==> config.mk <==
export PLATFORM = sky130hd
export DESIGN_NAME = glyph_word_renderer
export DESIGN_NICKNAME = d
export VERILOG_FILES = /design/src/rtl/glyph_word_renderer.sv
export SDC_FILE = /design/constraint.sdc
export NUM_CORES = 1
export LEC_CHECK = 0
export ABC_CLOCK_PERIOD_IN_PS = 3550
export CAP_MARGIN = 10
export CORE_AREA = 2 2 169 171
export CTS_CLUSTER_DIAMETER = 50
export DETAILED_ROUTE_END_ITERATION = 8
export DIE_AREA = 0 0 171 173
export PLACE_DENSITY_LB_ADDON = 0.12
export SETUP_SLACK_MARGIN = 0.5
export SYNTH_ARGS = -nofsm -noshare
export SYNTH_HDL_FRONTEND = slang
export SYNTH_SLANG_ARGS = --single-unit
==> constraint.sdc <==
create_clock -name clk_i -period 3.55 [get_ports clk_i]
set_clock_uncertainty 0.2 [all_clocks]
set_input_delay 0.71 -clock clk_i [delete_from_list [all_inputs] [get_ports clk_i]]
set_output_delay 0.71 -clock clk_i [all_outputs]
set_load 0.01 [all_outputs]
==> src/rtl/glyph_word_renderer.sv <==
// glyph_word_renderer: renders one character cell into the SRAM framebuffer, PIX_PER_WORD pixels
// per write handshake. The strikethrough attribute is compiled in with `define GLYPH_STRIKETHROUGH_EN.
module glyph_word_renderer #(
    parameter int unsigned        GLYPH_W      = 8,
    parameter int unsigned        GLYPH_H      = 16,
    parameter int unsigned        PIX_PER_WORD = 2,
    parameter int unsigned        COLOR_W      = 9,
    parameter int unsigned        ROW_STRIDE   = 640,
    parameter int unsigned        ADDR_W       = 20,
    parameter logic [COLOR_W-1:0] BRIGHT_MASK  = COLOR_W'(9'b100_100_100)
) (
    input  logic                              clk_i,
    input  logic                              rst_ni,
    input  logic                              start_i,
    input  logic [GLYPH_W*GLYPH_H-1:0]        shape_i,
    input  logic [COLOR_W-1:0]                fg_i,
    input  logic [COLOR_W-1:0]                bg_i,
    input  logic [ADDR_W-1:0]                 base_addr_i,
    input  logic                              eff_negative_i,
    input  logic                              eff_bright_i,
    input  logic                              eff_underline_i,
    input  logic                              eff_blink_i,
    input  logic                              eff_strike_i,
    input  logic                              cursor_i,
    input  logic                              blink_phase_i,
    output logic [ADDR_W-1:0]                 sram_addr_o,
    output logic [PIX_PER_WORD*COLOR_W-1:0]   sram_dout_o,
    output logic                              sram_den_o,
    output logic                              sram_we_n_o,
    output logic                              sram_oe_n_o,
    input  logic                              sram_done_i,
    output logic                              busy_o,
    output logic                              done_o
);

    localparam int unsigned NPIX   = GLYPH_W * GLYPH_H;
    localparam int unsigned WORD_W = PIX_PER_WORD * COLOR_W;
    localparam int unsigned XW     = $clog2(GLYPH_W + 1);
    localparam int unsigned YW     = $clog2(GLYPH_H + 1);
    localparam int unsigned PW     = $clog2(PIX_PER_WORD + 1);
    localparam int unsigned IW     = (NPIX > 1) ? $clog2(NPIX) : 1;

    typedef enum logic [1:0] {StIdle, StGather, StWrite, StDone} state_e;

    state_e              state_q, state_d;
    logic [XW-1:0]       x_q, x_d;
    logic [YW-1:0]       y_q, y_d;
    logic [PW-1:0]       pcnt_q, pcnt_d;
    logic [WORD_W-1:0]   sh_q, sh_d;
    logic [WORD_W-1:0]   dout_q, dout_d;
    logic [ADDR_W-1:0]   addr_q, addr_d;
    logic                latch_en;

    // Cell configuration captured at start.
    logic [NPIX-1:0]     shape_q;
    logic [COLOR_W-1:0]  fg_q, bg_q;
    logic [ADDR_W-1:0]   base_q;
    logic                negative_q, bright_q, underline_q, blink_q;

    logic [COLOR_W-1:0]  fg_bright, fg_eff, bg_eff, pix;
    logic [IW-1:0]       bit_idx;
    logic                row_last;
    logic                strike_hit;
    logic [WORD_W-1:0]   pix_ext, shifted;
    logic [XW-1:0]       x0;

`ifdef GLYPH_STRIKETHROUGH_EN
    logic strike_q;

    always_ff @(posedge clk_i or negedge rst_ni) begin
        if (!rst_ni) begin
            strike_q <= 1'b0;
        end else if (latch_en) begin
            strike_q <= eff_strike_i;
        end
    end

    assign strike_hit = strike_q && (y_q == YW'(GLYPH_H / 2));
`else
    logic unused_strike;

    assign unused_strike = eff_strike_i;
    assign strike_hit    = 1'b0;
`endif

    always_ff @(posedge clk_i or negedge rst_ni) begin
        if (!rst_ni) begin
            shape_q     <= '0;
            fg_q        <= '0;
            bg_q        <= '0;
            base_q      <= '0;
            negative_q  <= 1'b0;
            bright_q    <= 1'b0;
            underline_q <= 1'b0;
            blink_q     <= 1'b0;
        end else if (latch_en) begin
            shape_q     <= shape_i;
            fg_q        <= fg_i;
            bg_q        <= bg_i;
            base_q      <= base_addr_i;
            negative_q  <= eff_negative_i;
            bright_q    <= eff_bright_i;
            underline_q <= eff_underline_i;
            blink_q     <= eff_blink_i;
        end
    end

    // Colour of the pixel at (x_q, y_q); cursor and blink phase are taken live.
    always_comb begin
        fg_bright = bright_q ? (fg_q | BRIGHT_MASK) : fg_q;
        fg_eff    = negative_q ? bg_q : fg_bright;
        bg_eff    = negative_q ? fg_bright : bg_q;
        if (cursor_i) begin
            fg_eff = ~fg_eff;
            bg_eff = ~bg_eff;
        end
        bit_idx  = IW'(NPIX - 1 - (32'(y_q) * GLYPH_W + 32'(x_q)));
        row_last = (y_q == YW'(GLYPH_H - 1));
        if (underline_q && row_last) begin
            pix = fg_eff;
        end else if (strike_hit) begin
            pix = fg_eff;
        end else if (blink_q && !blink_phase_i) begin
            pix = bg_eff;
        end else begin
            pix = shape_q[bit_idx] ? fg_eff : bg_eff;
        end
        // New pixel enters the top slot so the word's first pixel ends up least significant.
        pix_ext = WORD_W'(pix);
        shifted = (sh_q >> COLOR_W) | (pix_ext << (WORD_W - COLOR_W));
        x0      = x_q - XW'(PIX_PER_WORD - 1);
    end

    always_comb begin
        state_d     = state_q;
        x_d         = x_q;
        y_d         = y_q;
        pcnt_d      = pcnt_q;
        sh_d        = sh_q;
        dout_d      = dout_q;
        addr_d      = addr_q;
        latch_en    = 1'b0;
        sram_den_o  = 1'b0;
        sram_we_n_o = 1'b1;
        busy_o      = 1'b0;
        done_o      = 1'b0;
        case (state_q)
            StIdle, StDone: begin
                done_o = (state_q == StDone);
                if (start_i) begin
                    latch_en = 1'b1;
                    x_d      = '0;
                    y_d      = '0;
                    pcnt_d   = '0;
                    state_d  = StGather;
                end
            end
            StGather: begin
                busy_o = 1'b1;
                sh_d   = shifted;
                x_d    = x_q + XW'(1);
                if (pcnt_q == PW'(PIX_PER_WORD - 1)) begin
                    pcnt_d  = '0;
                    dout_d  = shifted;
                    addr_d  = base_q
                            + ADDR_W'((32'(y_q) * ROW_STRIDE + 32'(x0)) / PIX_PER_WORD);
                    state_d = StWrite;
                end else begin
                    pcnt_d = pcnt_q + PW'(1);
                end
            end
            StWrite: begin
                busy_o      = 1'b1;
                sram_den_o  = 1'b1;
                sram_we_n_o = 1'b0;
                if (sram_done_i) begin
                    state_d = StGather;
                    if (x_q == XW'(GLYPH_W)) begin
                        if (row_last) begin
                            state_d = StDone;
                        end else begin
                            x_d = '0;
                            y_d = y_q + YW'(1);
                        end
                    end
                end
            end
            default: state_d = StIdle;
        endcase
    end

    always_ff @(posedge clk_i or negedge rst_ni) begin
        if (!rst_ni) begin
            state_q <= StIdle;
            x_q     <= '0;
            y_q     <= '0;
            pcnt_q  <= '0;
            sh_q    <= '0;
            dout_q  <= '0;
            addr_q  <= '0;
        end else begin
            state_q <= state_d;
            x_q     <= x_d;
            y_q     <= y_d;
            pcnt_q  <= pcnt_d;
            sh_q    <= sh_d;
            dout_q  <= dout_d;
            addr_q  <= addr_d;
        end
    end

    assign sram_addr_o = addr_q;
    assign sram_dout_o = dout_q;
    assign sram_oe_n_o = 1'b1;

endmodule

==> results of run 1 <==
[flip-flops by register name, indices dropped and copies added, names as in the netlist, 2 cells and up]
name,count
state_q,2
sh_q,9
y_q,5
base_q,20
sram_dout_o,18
pcnt_q,2
bg_q,9
shape_q,128
sram_addr_o,20
x_q,4
fg_q,9
[how the worst max path moves through the flow]
stage                       start  cells after the start                           to  slack [ns]
5_1_grt        x_q[3]$_DFFE_PN0P_                     14  sram_dout_o[10]$_DFFE_PN0P_       -0.04
3_5_place_dp   x_q[3]$_DFFE_PN0P_                     12         sh_q[12]$_DFFE_PN0P_       -0.12
3_3_place_gp   x_q[3]$_DFFE_PN0P_                     12   sram_dout_o[9]$_DFFE_PN0P_       -0.07
2_1_floorplan  x_q[0]$_DFFE_PN0P_                     19  sram_addr_o[16]$_DFFE_PN0P_        0.33
6_report       x_q[0]$_DFFE_PN0P_                     12         sh_q[10]$_DFFE_PN0P_        0.11
4_1_cts        x_q[0]$_DFFE_PN0P_                     12         sh_q[12]$_DFFE_PN0P_        0.13
[layout by cell type (no fill, tap or decap), types with 4 or more instances in the layout]
| cell type | n |
|---|---|
| a21oi_1 | 8 |
| a21o_1 | 4 |
| dfrtp_1 | 228 |
| nand2b_1 | 5 |
| mux2_4 | 6 |
| mux4_2 | 17 |
| ha_4 | 4 |
| a21oi_2 | 7 |
| o22ai_1 | 4 |
| xor2_1 | 11 |
| clkinv_2 | 8 |
| ha_1 | 23 |
| nor3_1 | 4 |
| or3_1 | 5 |
| nor2_1 | 18 |
| nand3_1 | 13 |
| bufinv_16 | 5 |
| clkdlybuf4s50_1 | 216 |
| mux4_1 | 7 |
| inv_2 | 4 |
| or2_2 | 4 |
| inv_1 | 14 |
| mux2_2 | 182 |
| nand2_1 | 70 |
| mux2i_1 | 19 |
| o21ai_1 | 10 |
| mux2i_2 | 5 |
| o21ai_0 | 30 |
| buf_12 | 9 |
| clkbuf_16 | 39 |
| buf_4 | 46 |
| xnor2_1 | 16 |
[worst reg2reg max path: cells and delay by family (launching register included)]
kind / cells / cell delay, ns
muxes: 3 / 1.00
AOI/OAI and AO/OA: 3 / 0.73
buffers and inverters: 3 / 0.47
DFF: 1 / 0.44
xor gates and xnor gates: 2 / 0.40
and+or+nand+nor: 1 / 0.08
[cells by family (layout without fill, tap and decap cells)]
family,count (synthesis),in the layout,synth area share
other cells,1,2,0.000343
xor+xnor,32,32,0.0274
simple gates,141,141,0.0577
flops,230,230,0.527
fa+ha+maj,30,30,0.0357
buf+inv,64,360,0.0280
mux,236,236,0.269
compound gates,97,97,0.0553
[power by group through the flow]
stage	Clock [uW]	Combinational (uW)	Sequential, uW
2_1_floorplan	0	4280	4590
4_1_cts	3640	6450	4690
3_3_place_gp	0	6090	4680
5_1_grt	3760	7420	4870
6_report	3540	6790	4700
3_5_place_dp	0	6160	4720
[what timing repair did]
| item | 4_1_cts | 5_1_grt |
|---|---|---|
| endpoints found under the hold margin | 0 | 0 |
| endpoints found under the setup margin | 26 | 29 |
| setup buffers | 12 | 14 |
| gates cloned | 1 | 1 |
| pin swaps | 18 | 18 |
| resized for setup | 28 | 43 |
[area by class of cell]
type | count | area (um2)
multi-input cells | 537 | 5230
fillers | 2348 | 12100
well taps | 378 | 473
flip-flops and latches | 230 | 5760
clock buffers | 41 | 961
inverters | 21 | 92.6
clock inverters | 20 | 251
repair buffers | 278 | 2800
diodes | 1 | 2.50
[metrics by stage]
step,instance area [um2],utilization,hold WS [ns],setup slack [ns]
6_report,15600,0.564,0.0674,0.107
4_1_cts,15300,0.553,0.0862,0.129
2_1_floorplan,11100,-,0.214,0.327
5_1_grt,15600,0.564,0.121,-0.0384
3_5_place_dp,13800,0.500,0.256,-0.121
3_3_place_gp,13800,0.500,0.253,-0.0668
[per-layer routing]
layer | track usage | wire (um) | vias up
met2 | 0.290 | 12400 | 174
met4 | 0.0420 | 426 | 4
met3 | 0.0522 | 1840 | 39
met5 | 0 | 26 | -
met1 | 0.241 | 11800 | 3672
li1 | - | - | 3524
==> metrics.md, run 1 <==
| Metric | Value |
|---|---|
| Status | complete, no violations |
| Reg2reg end | sh_q[10]$_DFFE_PN0P_ |
| Num CTS Buffers | 35 |
| Vias in the first global route | 7769 |
| Worst Path Max Fanout | 7 |
| Layout cells sized above 1 | 0.350 |
| Hold Vio Cnt, Final | 0 |
| Top-count cell post-synth | dfrtp_1 |
| Die footprint | 29600 um2 |
| Layout Cells excl Fill | 1506 |
| Die X | 171 um |
| Post-synth top area cell | dfrtp_1 |
| Syn Area/Cell | 13.2 um2 |
| Slew headroom | 0.392 |
| Initial antenna violation count | 3 |
| Setup violators final | 0 |
| Clock Tree Buf Depth | 3 |
| Combinational power share | 0.452 |
| Commonest cells post-synth | dfrtp_1 (230), mux2_2 (188), nand2_1 (72) |
| Unrepaired setup endpoints after global routing | yes |
| Post-synth ARST share | 1.00 |
| Cell Area, Synth | 10900 um2 |
| Total power | 15000 uW |
| IO Count | 220 |
| IO Port Bufs | 217 |
| WL final | 26.5 mm |
| Placed Instances | 1416 |
| H-Tree Depth | 2 |
| Skew-Pair Late Insertion Delay | 0.50 ns |
| Pwr dens | 966 nW/um2 |
| Mapped Nets | 1038 |
| WP data required | 3.72 ns |
| Delay-heaviest family, CP | multiplexers |
| R2R depth | 12 |
| Fin nets | 1310 |
| Die H | 173 um |
| Setup TNS | 0 ns |
| Yosys top cell area share | 0.527 |
| Max-slew violations | 0 |
| Via Count | 7413 |
| #FFs+latches synth | 230 |
| CP bufs+invs | 3 |
| Max VDD drop | 500 uV |
| Critical path launch point type | register |
| Tmin final | 3.44 ns |
| GRT Total Usage | 0.180 |
| # clock sinks | 230 |
| Row count | 61 |
| Area growth, synth to finish | 42.5% |
| Max incr delay on CP | 0.49 ns |
| Post-synth EDFFs | 0 |
| CTS Hold Bufs | 0 |
| Maxcap violations | 0 |
| Final HPWL DP | 18.6 mm |
| Slowest cell on crit path | mux4_2 |
| P_leak | 0.00662 uW |
| First-pass GRT wire length | 42.3 mm |
| Critical path class | reg2reg |
| Hold WC Path Type | in2async |
| Synth warnings | 0 |
| Internal power | 10200 uW |
| NetSw | 4850 uW |
| Register area share after synthesis | 0.527 |
| First-pass DRT Iterations | 4 |
| Pin count of the biggest net entering global routing | 96 |
| Wire per inst | 17.6 um |
| GPL Wtd Cong | 0.758 |
| Core area | 27600 um2 |
| Slew @ Worst Pin | 0.912 ns |
| Sw Share | 0.323 |
| Final Cycle Share | 0.970 |
| R2R Setup Slk | 0.11 ns |
| CTS tree | built |
| CP cell instances | clkbuf_16, buf_4, mux4_2, o22ai_2, nor4_2, o32ai_2, o211ai_2, xor2_4, buf_12, mux2i_1, xnor2_1, mux2_4 |
| Fmax | 290 MHz |
| Via/cell ratio | 4.92 |
| Number of remaining DRC errors | 0 |
| Distinct cells, synth | 54 |
| Reg-to-reg critical path startpoint | x_q[0]$_DFFE_PN0P_ |
| Initial DRC count | 300 |
| Top FF cell, synth | dfrtp_1 |
| Starting Density | 0.396 |
| Crit. End Element | register |
| DRT antenna net count | 0 |
| Cells after Synth | 831 |
| Clock Tree Root | clkbuf_16 |
| Worst-path clk slew | 0.06 ns |
| Clk pwr share | 0.236 |
| Arrival time worst endpoint | 3.62 ns |
| Grt total ovfl | 0 |
| Seq pwr share | 0.313 |
| Area contributors post-synth | dfrtp_1 (53%), mux2_2 (19%), ha_1 (3.2%) |
Note: power is estimated with default switching activity, not from simulation.
==> run 2: changes to the inputs <==
--- a/config.mk
+++ b/config.mk
@@ -7,10 +7,10 @@
 export LEC_CHECK = 0
 export ABC_CLOCK_PERIOD_IN_PS = 3550
 export CAP_MARGIN = 10
-export CORE_AREA = 2 2 169 171
+export CORE_AREA = 2 2 151 190
 export CTS_CLUSTER_DIAMETER = 50
 export DETAILED_ROUTE_END_ITERATION = 8
-export DIE_AREA = 0 0 171 173
+export DIE_AREA = 0 0 153 192
 export PLACE_DENSITY_LB_ADDON = 0.12
 export SETUP_SLACK_MARGIN = 0.5
 export SYNTH_ARGS = -nofsm -noshare
==> constraint.sdc (replaced) <==
create_clock -name clk_i -period 3.55 [get_ports clk_i]
set_clock_uncertainty 0.2 [all_clocks]
set_input_delay 0.5325 -clock clk_i [delete_from_list [all_inputs] [get_ports clk_i]]
set_output_delay 0.5325 -clock clk_i [all_outputs]
set_load 0.01 [all_outputs]
==> run 2 against run 1 <==
Non-clock buffer count fell by 20. Clock-buffer cell count up 4. Worst hold slack better by 0.20 ns. Via count decreased by 2.6%. Fmax up 2.4%. Critical endpoint is now sram_dout_o[12]$_DFFE_PN0P_. Sequential share of layout area up 1.3 points. Critical path depth did not move. Die area decreased by 0.70%. Sequential cell count unchanged. Combinational power down 6.9%.
==> metrics.md, run 2 (synthesized netlist as in run 1, its figures left out) <==
| Metric | Value |
|---|---|
| Max VDD drop | 380 uV (-24%) |
| Via Count | 7220 (-2.6%) |
| Clock Tree Root | clkbuf_16 |
| NetSw | 4650 uW (-4.1%) |
| Layout cells sized above 1 | 0.314 (-0.0368) |
| WP data required | 3.72 ns (about the same) |
| Hold Path Stages | 2 |
| Largest Register | shape_q |
| Skew-Pair Late Insertion Delay | 0.51 ns (about the same) |
| Final Cycle Share | 0.947 (-0.0226) |
| Hold EP | sram_dout_o[3]$_DFFE_PN0P_ |
| Via/cell ratio | 4.97 (+0.95%) |
| Initial DRC count | 240 (-20%) |
| Status | complete, no violations |
| CTS tree | built |
| Crit. End Element | register |
| Commonest non-fill, non-tap cell in the layout | dfrtp_1 |
| Seq pwr share | 0.330 (+0.017) |
| GRT Total Usage | 0.178 (-0.00187) |
| IO Port Bufs | 217 (unchanged) |
| Maxcap violations | 0 (unchanged) |
| Reg2reg end | sram_dout_o[12]$_DFFE_PN0P_ |
| Clock Tree Buf Depth | 3 (unchanged) |
| Hold Vio Cnt, Final | 0 (unchanged) |
| DRT antenna net count | 0 (unchanged) |
| Fin nets | 1289 (-1.6%) |
| Crit. Startpoint | x_q[0]$_DFFE_PN0P_ |
| Die X | 153 um (-11%) |
| Unrepaired setup endpoints after global routing | yes |
| # clock sinks | 230 (unchanged) |
| Layout Cells excl Fill | 1453 (-3.5%) |
| Num CTS Buffers | 34 (-2.9%) |
| WL final | 26.0 mm (-1.8%) |
| Fmax | 297 MHz (+2.4%) |
| Die footprint | 29400 um2 (-0.70%) |
| Arrival time worst endpoint | 3.54 ns (-0.08 ns) |
| Pwr dens | 943 nW/um2 (-2.4%) |
| Slew headroom | 0.415 (+0.0226) |
| Max-slew violations | 0 (unchanged) |
| Critical path class | reg2reg |
| Post-layout util | 0.548 (-0.0159) |
| Initial antenna violation count | 0 (-3) |
| R2R depth | 12 (unchanged) |
| H-Tree Depth | 2 (unchanged) |
| Placed Instances | 1386 (-2.1%) |
| Combinational power share | 0.445 (-0.007) |
| P_leak | 0.00641 uW (-3.2%) |
| Number of remaining DRC errors | 0 (unchanged) |
| Critical path launch point type | register |
| Slew @ Worst Pin | 0.878 ns (-0.0339 ns) |
| R2R Setup Slk | 0.19 ns (+0.08 ns) |
| Filler cells | 2371 (+0.98%) |
| Row count | 68 (+11%) |
| Internal power | 9550 uW (-6.3%) |
| Most frequent cells in the layout | dfrtp_1 (226), clkdlybuf4s50_1 (216), mux2_2 (188) |
| Worst Path Max Fanout | 11 (+4) |
| Tmin final | 3.36 ns (-0.0803 ns) |
| Area growth, synth to finish | 37.7% |
| GPL Wtd Cong | 0.774 (+2.2%) |
| Die H | 192 um (+11%) |
| Worst-path clk slew | 0.05 ns (about the same) |
| Vias in the first global route | 7661 (-1.4%) |
| ANT cells | 0 (-1) |
| First-pass DRT Iterations | 4 (unchanged) |
| Pin count of the biggest net entering global routing | 81 (-16%) |
| Setup violators final | 0 (unchanged) |
| Hold WC Path Type | reg2reg |
| Max reg flops | 128 (unchanged) |
| IO Count | 220 (unchanged) |
| Final HPWL DP | 18.5 mm (-0.42%) |
| Sw Share | 0.328 (+0.00502) |
| Hold Crit Start | sh_q[12]$_DFFE_PN0P_ |
| First-pass GRT wire length | 41.8 mm (-1.2%) |
| Clk pwr share | 0.225 (-0.011) |
| Wire per inst | 17.9 um (+1.8%) |
| Reg-to-reg critical path startpoint | x_q[0]$_DFFE_PN0P_ |
| Grt total ovfl | 0 (unchanged) |
| Starting Density | 0.398 (+0.00213) |
| Core area | 27500 um2 (-0.53%) |
## run 2: routing by layer
layer	up-vias	global-route usage	wire, um
met5	-	0	0
met4	0	0.0388	295
met3	22	0.0420	1280
met2	173	0.311	13200
met1	3535	0.227	11200
li1	3490	-	-
## run 2: power groups by stage
| stage | Sequential [uW] | Combinational [uW] | Clock, uW |
|---|---|---|---|
| after floorplan | 4590 | 4280 | 0 |
| after global placement | 4670 | 6050 | 0 |
| after detailed placement | 4710 | 6150 | 0 |
| after CTS | 4680 | 6230 | 3300 |
| after global routing | 4860 | 6940 | 3410 |
| final | 4680 | 6320 | 3200 |
## run 2: critical path, cell delays in order, from the launching register on
cell and delay [ns]:
dfrtp_2 0.42, buf_12 0.16, mux4_2 0.52, nand2b_1 0.16, a21oi_1 0.14, nor3_1 0.06
o311ai_1 0.37, o211ai_2 0.24, xor2_4 0.19, buf_12 0.16, mux2i_2 0.23, xnor2_1 0.10
mux2_2 0.29
## run 2: timing repair
item,4_1_cts,5_1_grt
gates cloned,0,1
pin swaps,3,9
hold buffers,1,0
gates resized for setup,10,20
setup buffers,0,8
endpoints found under the setup margin,26,30
hold endpoints to repair,77,0
## run 2: how the worst max path moves through the flow
| stage | to | slack, ns | cells past startpoint |
|---|---|---|---|
| final | sram_dout_o[12]$_DFFE_PN0P_ | 0.19 | 12 |
| after global routing | sram_dout_o[15]$_DFFE_PN0P_ | 0.07 | 12 |
| after CTS | sram_addr_o[16]$_DFFE_PN0P_ | 0.14 | 17 |
| after detailed placement | sram_dout_o[16]$_DFFE_PN0P_ | -0.03 | 14 |
| after global placement | sh_q[16]$_DFFE_PN0P_ | 0.05 | 13 |
| after floorplan | sram_addr_o[16]$_DFFE_PN0P_ | 0.33 | 19 |
## run 2: area by class of cell
cell class / instances / area (um2) / share of cell area
sequential: 230 / 5760 / 0.383
timing repair buffer: 258 / 2610 / 0.174
multi-input combinational: 537 / 5070 / 0.337
inverter: 21 / 92.6 / 0.00615
tap: 350 / 438 / 0.0291
clock inverter: 12 / 125 / 0.00831
clock buffer: 45 / 952 / 0.0633
## run 2: per-stage QoR
step	TNS (ns)	hold slack, ns	setup slack [ns]	instance area [um2]	total power (uW)
floorplan	0	0.0369	0.327	11100	8870
global placement	0	0.251	0.0526	13700	10700
detailed placement	-0.0871	0.252	-0.0306	13700	10900
CTS	0	0.267	0.143	14900	14200
global route	0	0.296	0.0692	15100	15200
finish	0	0.262	0.187	15100	14200
==> variant 1: new RTL, flow settings as in run 2 <==
Change the parameter `COLOR_W` from 9 to 10.
--- a/src/rtl/glyph_word_renderer.sv
+++ b/src/rtl/glyph_word_renderer.sv
@@ -5,5 +5,5 @@
     parameter int unsigned        GLYPH_H      = 16,
     parameter int unsigned        PIX_PER_WORD = 2,
-    parameter int unsigned        COLOR_W      = 9,
+    parameter int unsigned        COLOR_W      = 10,
     parameter int unsigned        ROW_STRIDE   = 640,
     parameter int unsigned        ADDR_W       = 20,
Ports: changed (resized bg_i, fg_i and sram_dout_o); port bits go from 220 to 224. No check against the original RTL was run, so the function may have changed too.
==> variant 1 against run 2 <==
Combinational power rose by 6.5%; sequential cell count rose by 5; setup slack improved by 0.0042 ns; count of clock-buffer cells in the layout fell by 1; design area rose by 3.8%; total power rose by 1.3%; wire length rose by 7.8%; utilization rose by 2.1 points; non-clock buffer count rose by 10; area after synthesis rose by 6.2%; via count rose by 14%; critical path type unchanged; largest cell class unchanged.
==> variant 1: results (changes against run 2) <==
status=complete, no violations; top post-synthesis cells by area=dfrtp_1 51%, mux2_2 17%, mux4_2 4.9%; first-pass GRT wire length=45.4 mm (+8.7%); Setup WS pre-CTS=0.0333 ns (+0.0639 ns); share of layout cells above drive strength 1=0.278 (-0.0360); PortBufs=221 (+1.8%); mux contribution to synthesized area=0.246 (-0.0225); Netlist cell types=58 (+7.4%); Reg area=0.00588 mm2 (+2.2%); Syn Area/Cell=12.2 um2 (-7.4%); sequential cell area fraction in the yosys report=0.507 (-0.0198); Finished Layout Cells=1567 (+7.8%); post-synthesis adder-cell area fraction=0.0336 (-0.00207); top cells by count, synth=235 x dfrtp_1, 179 x mux2_2, 98 x nand2_1; CP max FO=8 (-3); vias per std cell=5.25 (+5.7%); compound-cell area share of the yosys netlist=0.0814 (+0.0261); largest net degree at the start of global routing=80 (-1.2%); multi-input combinational cell count=638 (+19%); Worst R2R End=sh_q[14]; # clock sinks=235 (+2.2%); combinational gate power=6730 uW (+6.5%); Multi-input gate area=0.00562 mm2 (+11%); post-CTS sizing=12 (+2); total wire length=28.0 mm (+7.8%); Leakage Power=0.00660 uW (+3.0%); syn_nets=1162 (+12%); fraction of area in multi-input gates=0.360 (+0.0228); initial DRC count=302 (+26%); Fillers=2354 (-0.72%); Signal buffers=268 (+3.9%); Routability Congestion=0.780 (+0.75%); Post-CTS Setup Bufs=4 (+4); # H-tree levels=1 (-1); Power Internal=9380 uW (-1.7%); Clk pwr share=0.192 (-0.033)
## variant 1: cell count changes in the layout (fill, tap and decap cells not counted), moves of 8 or more
cell       before  now
a21oi_2         3   12
a22oi_1         1   16
buf_4          29   37
dfrtp_1       226  234
mux2_2        188  179
mux4_1         10    0
mux4_2         14   25
nand2_1        71   97
nor2_1         20   38
o2111ai_1       0   12
o211ai_1        1   11
## variant 1: critical path, stage by stage (launching register included)
cell       delay (ns)
dfrtp_4          0.50
mux4_2           0.54
mux4_2           0.47
or3_1            0.32
and3_4           0.20
a32oi_4          0.24
o21ai_4          0.14
and2_2           0.28
a21oi_2          0.20
o2111ai_2        0.12
## variant 1: routing by layer
layer  up-vias  wire length, um  part of all wire  GRT usage
li1       3953                -                 -          -
met1      4054            11700              0.42      0.245
met2       196            14400              0.51      0.335
met3        27             1590             0.057     0.0408
met4         0              316             0.011     0.0360
met5         -                0                 0          0
==> variant 2: new RTL, settings of run 2 <==
Without the edit above. The 4 states of `state_e` get a one-hot encoding in 4 bits.
--- a/src/rtl/glyph_word_renderer.sv
+++ b/src/rtl/glyph_word_renderer.sv
@@ -41,5 +41,5 @@
     localparam int unsigned IW     = (NPIX > 1) ? $clog2(NPIX) : 1;
 
-    typedef enum logic [1:0] {StIdle, StGather, StWrite, StDone} state_e;
+    typedef enum logic [3:0] {StIdle = 4'b0001, StGather = 4'b0010, StWrite = 4'b0100, StDone = 4'b1000} state_e;
 
     state_e              state_q, state_d;
Behaviour: no difference found for any inputs over 4 cycles, from zero or initial values and one cycle with rst_ni low; so few cycles prove little.
==> variant 2 against run 2 <==
Fmax is 2.1% higher; setup slack better by 0.071 ns; sequential cell count is 2 higher; final cell count is 24% higher; largest cell class unchanged; design area is 0.36% higher; total power is 11% lower; area after synthesis hardly changed; wire length is 8.1% higher.
==> variant 2: results (changes against run 2) <==
Non-clock buffer share=0.182 (+0.00808); clock latency on the worst-skew pair=0.54 ns (+0.03 ns); Multi-input gate area=0.00506 mm2 (-0.20%); maximum VDD drop=0.321 mV (-16%); top post-synthesis cells by area=dfrtp_1 53%, nand2_1 20%, mux4_2 5.4%; Post-CTS Setup Bufs=17 (+17); multi-input combinational cell count=883 (+64%); GR Layer Usage met3=0.0246 (-0.0174); met3 wire len=1.14 mm (-10%); Setup WS pre-CTS=0.134 ns (+0.164 ns); # H-tree levels=1 (-1); mux contribution to synthesized area=0.0772 (-0.192); compound-cell area share of the yosys netlist=0.0547 (-0.000560); Leakage Power=0.00724 uW (+13%); inverters=16 (-24%); largest net degree at the start of global routing=94 (+16%); Final nets=1638 (+27%); syn_nets=1396 (+34%); Fillers=2543 (+7.3%); NetSw=4440 uW (-4.4%); Slowest Stage Delay on Critical Path=0.50 ns (-0.02 ns); top cells by count, synth=592 x nand2_1, 231 x dfrtp_1, 50 x clkbuf_1; CP max FO=14 (+3); vias in the first global route=9084 (+19%); fraction of area in registers=0.385 (+0.00236); Clock Buffer Count=39 (-13%); total track usage=0.195 (+0.0163); ClkCell Share=0.0648 (-0.00680); Num CTS Buffers=29 (-15%); Post-Place Cells=1728 (+25%); wire length per cell=15.6 um (-13%); first-pass GRT wire length=46.2 mm (+11%); combinational gate power=5070 uW (-20%); initial DRC count=400 (+67%); post-synthesis adder-cell area fraction=0.0311 (-0.00457); total wire length=28.1 mm (+8.1%); area share of xor/xnor cells in the synthesized design=0.0281 (+0.000693); M1 wire length=12.1 mm (+8.1%); met2 WL post-DR=14.2 mm (+7.2%); status=complete, no violations; share of layout cells above drive strength 1=0.132 (-0.182); placed inst area=0.0137 mm2 (-0.55%); met2 Usage GRT=0.347 (+0.0367); Signal buffers=273 (+5.8%)
==> variant 2: cell count changes after synthesis, sizes merged, moves of 6 or more <==
cell	run 2	this run
xor2	14	23
mux4	24	32
xnor2	18	12
a22oi	1	7
clkbuf	26	50
o21ai	43	55
mux2i	24	10
nand2	72	592
nor3	4	15
mux2	188	0
==> variant 2: final timing paths <==
kind | from | endpoint | slack (ns)
worst max-delay path | x_q[1] | sram_dout_o[10] | 0.26
worst min-delay path | shape_q[80] | shape_q[80] | 0.27
worst max register to register | x_q[1] | sram_dout_o[10] | 0.26
worst min register to register | shape_q[80] | shape_q[80] | 0.27
max in group asynchronous | rst_ni | sram_addr_o[18] | 1.83
min in group asynchronous | rst_ni | sram_addr_o[3] | 0.38
==> variant 2: worst max-delay path: cells and delay by family, from the launching register on <==
kind / cells / cell delay [ns]
compound gates: 5 / 0.72
mux: 2 / 0.67
buf+inv: 3 / 0.61
flops: 1 / 0.44
simple gates: 2 / 0.28
xor+xnor: 1 / 0.22
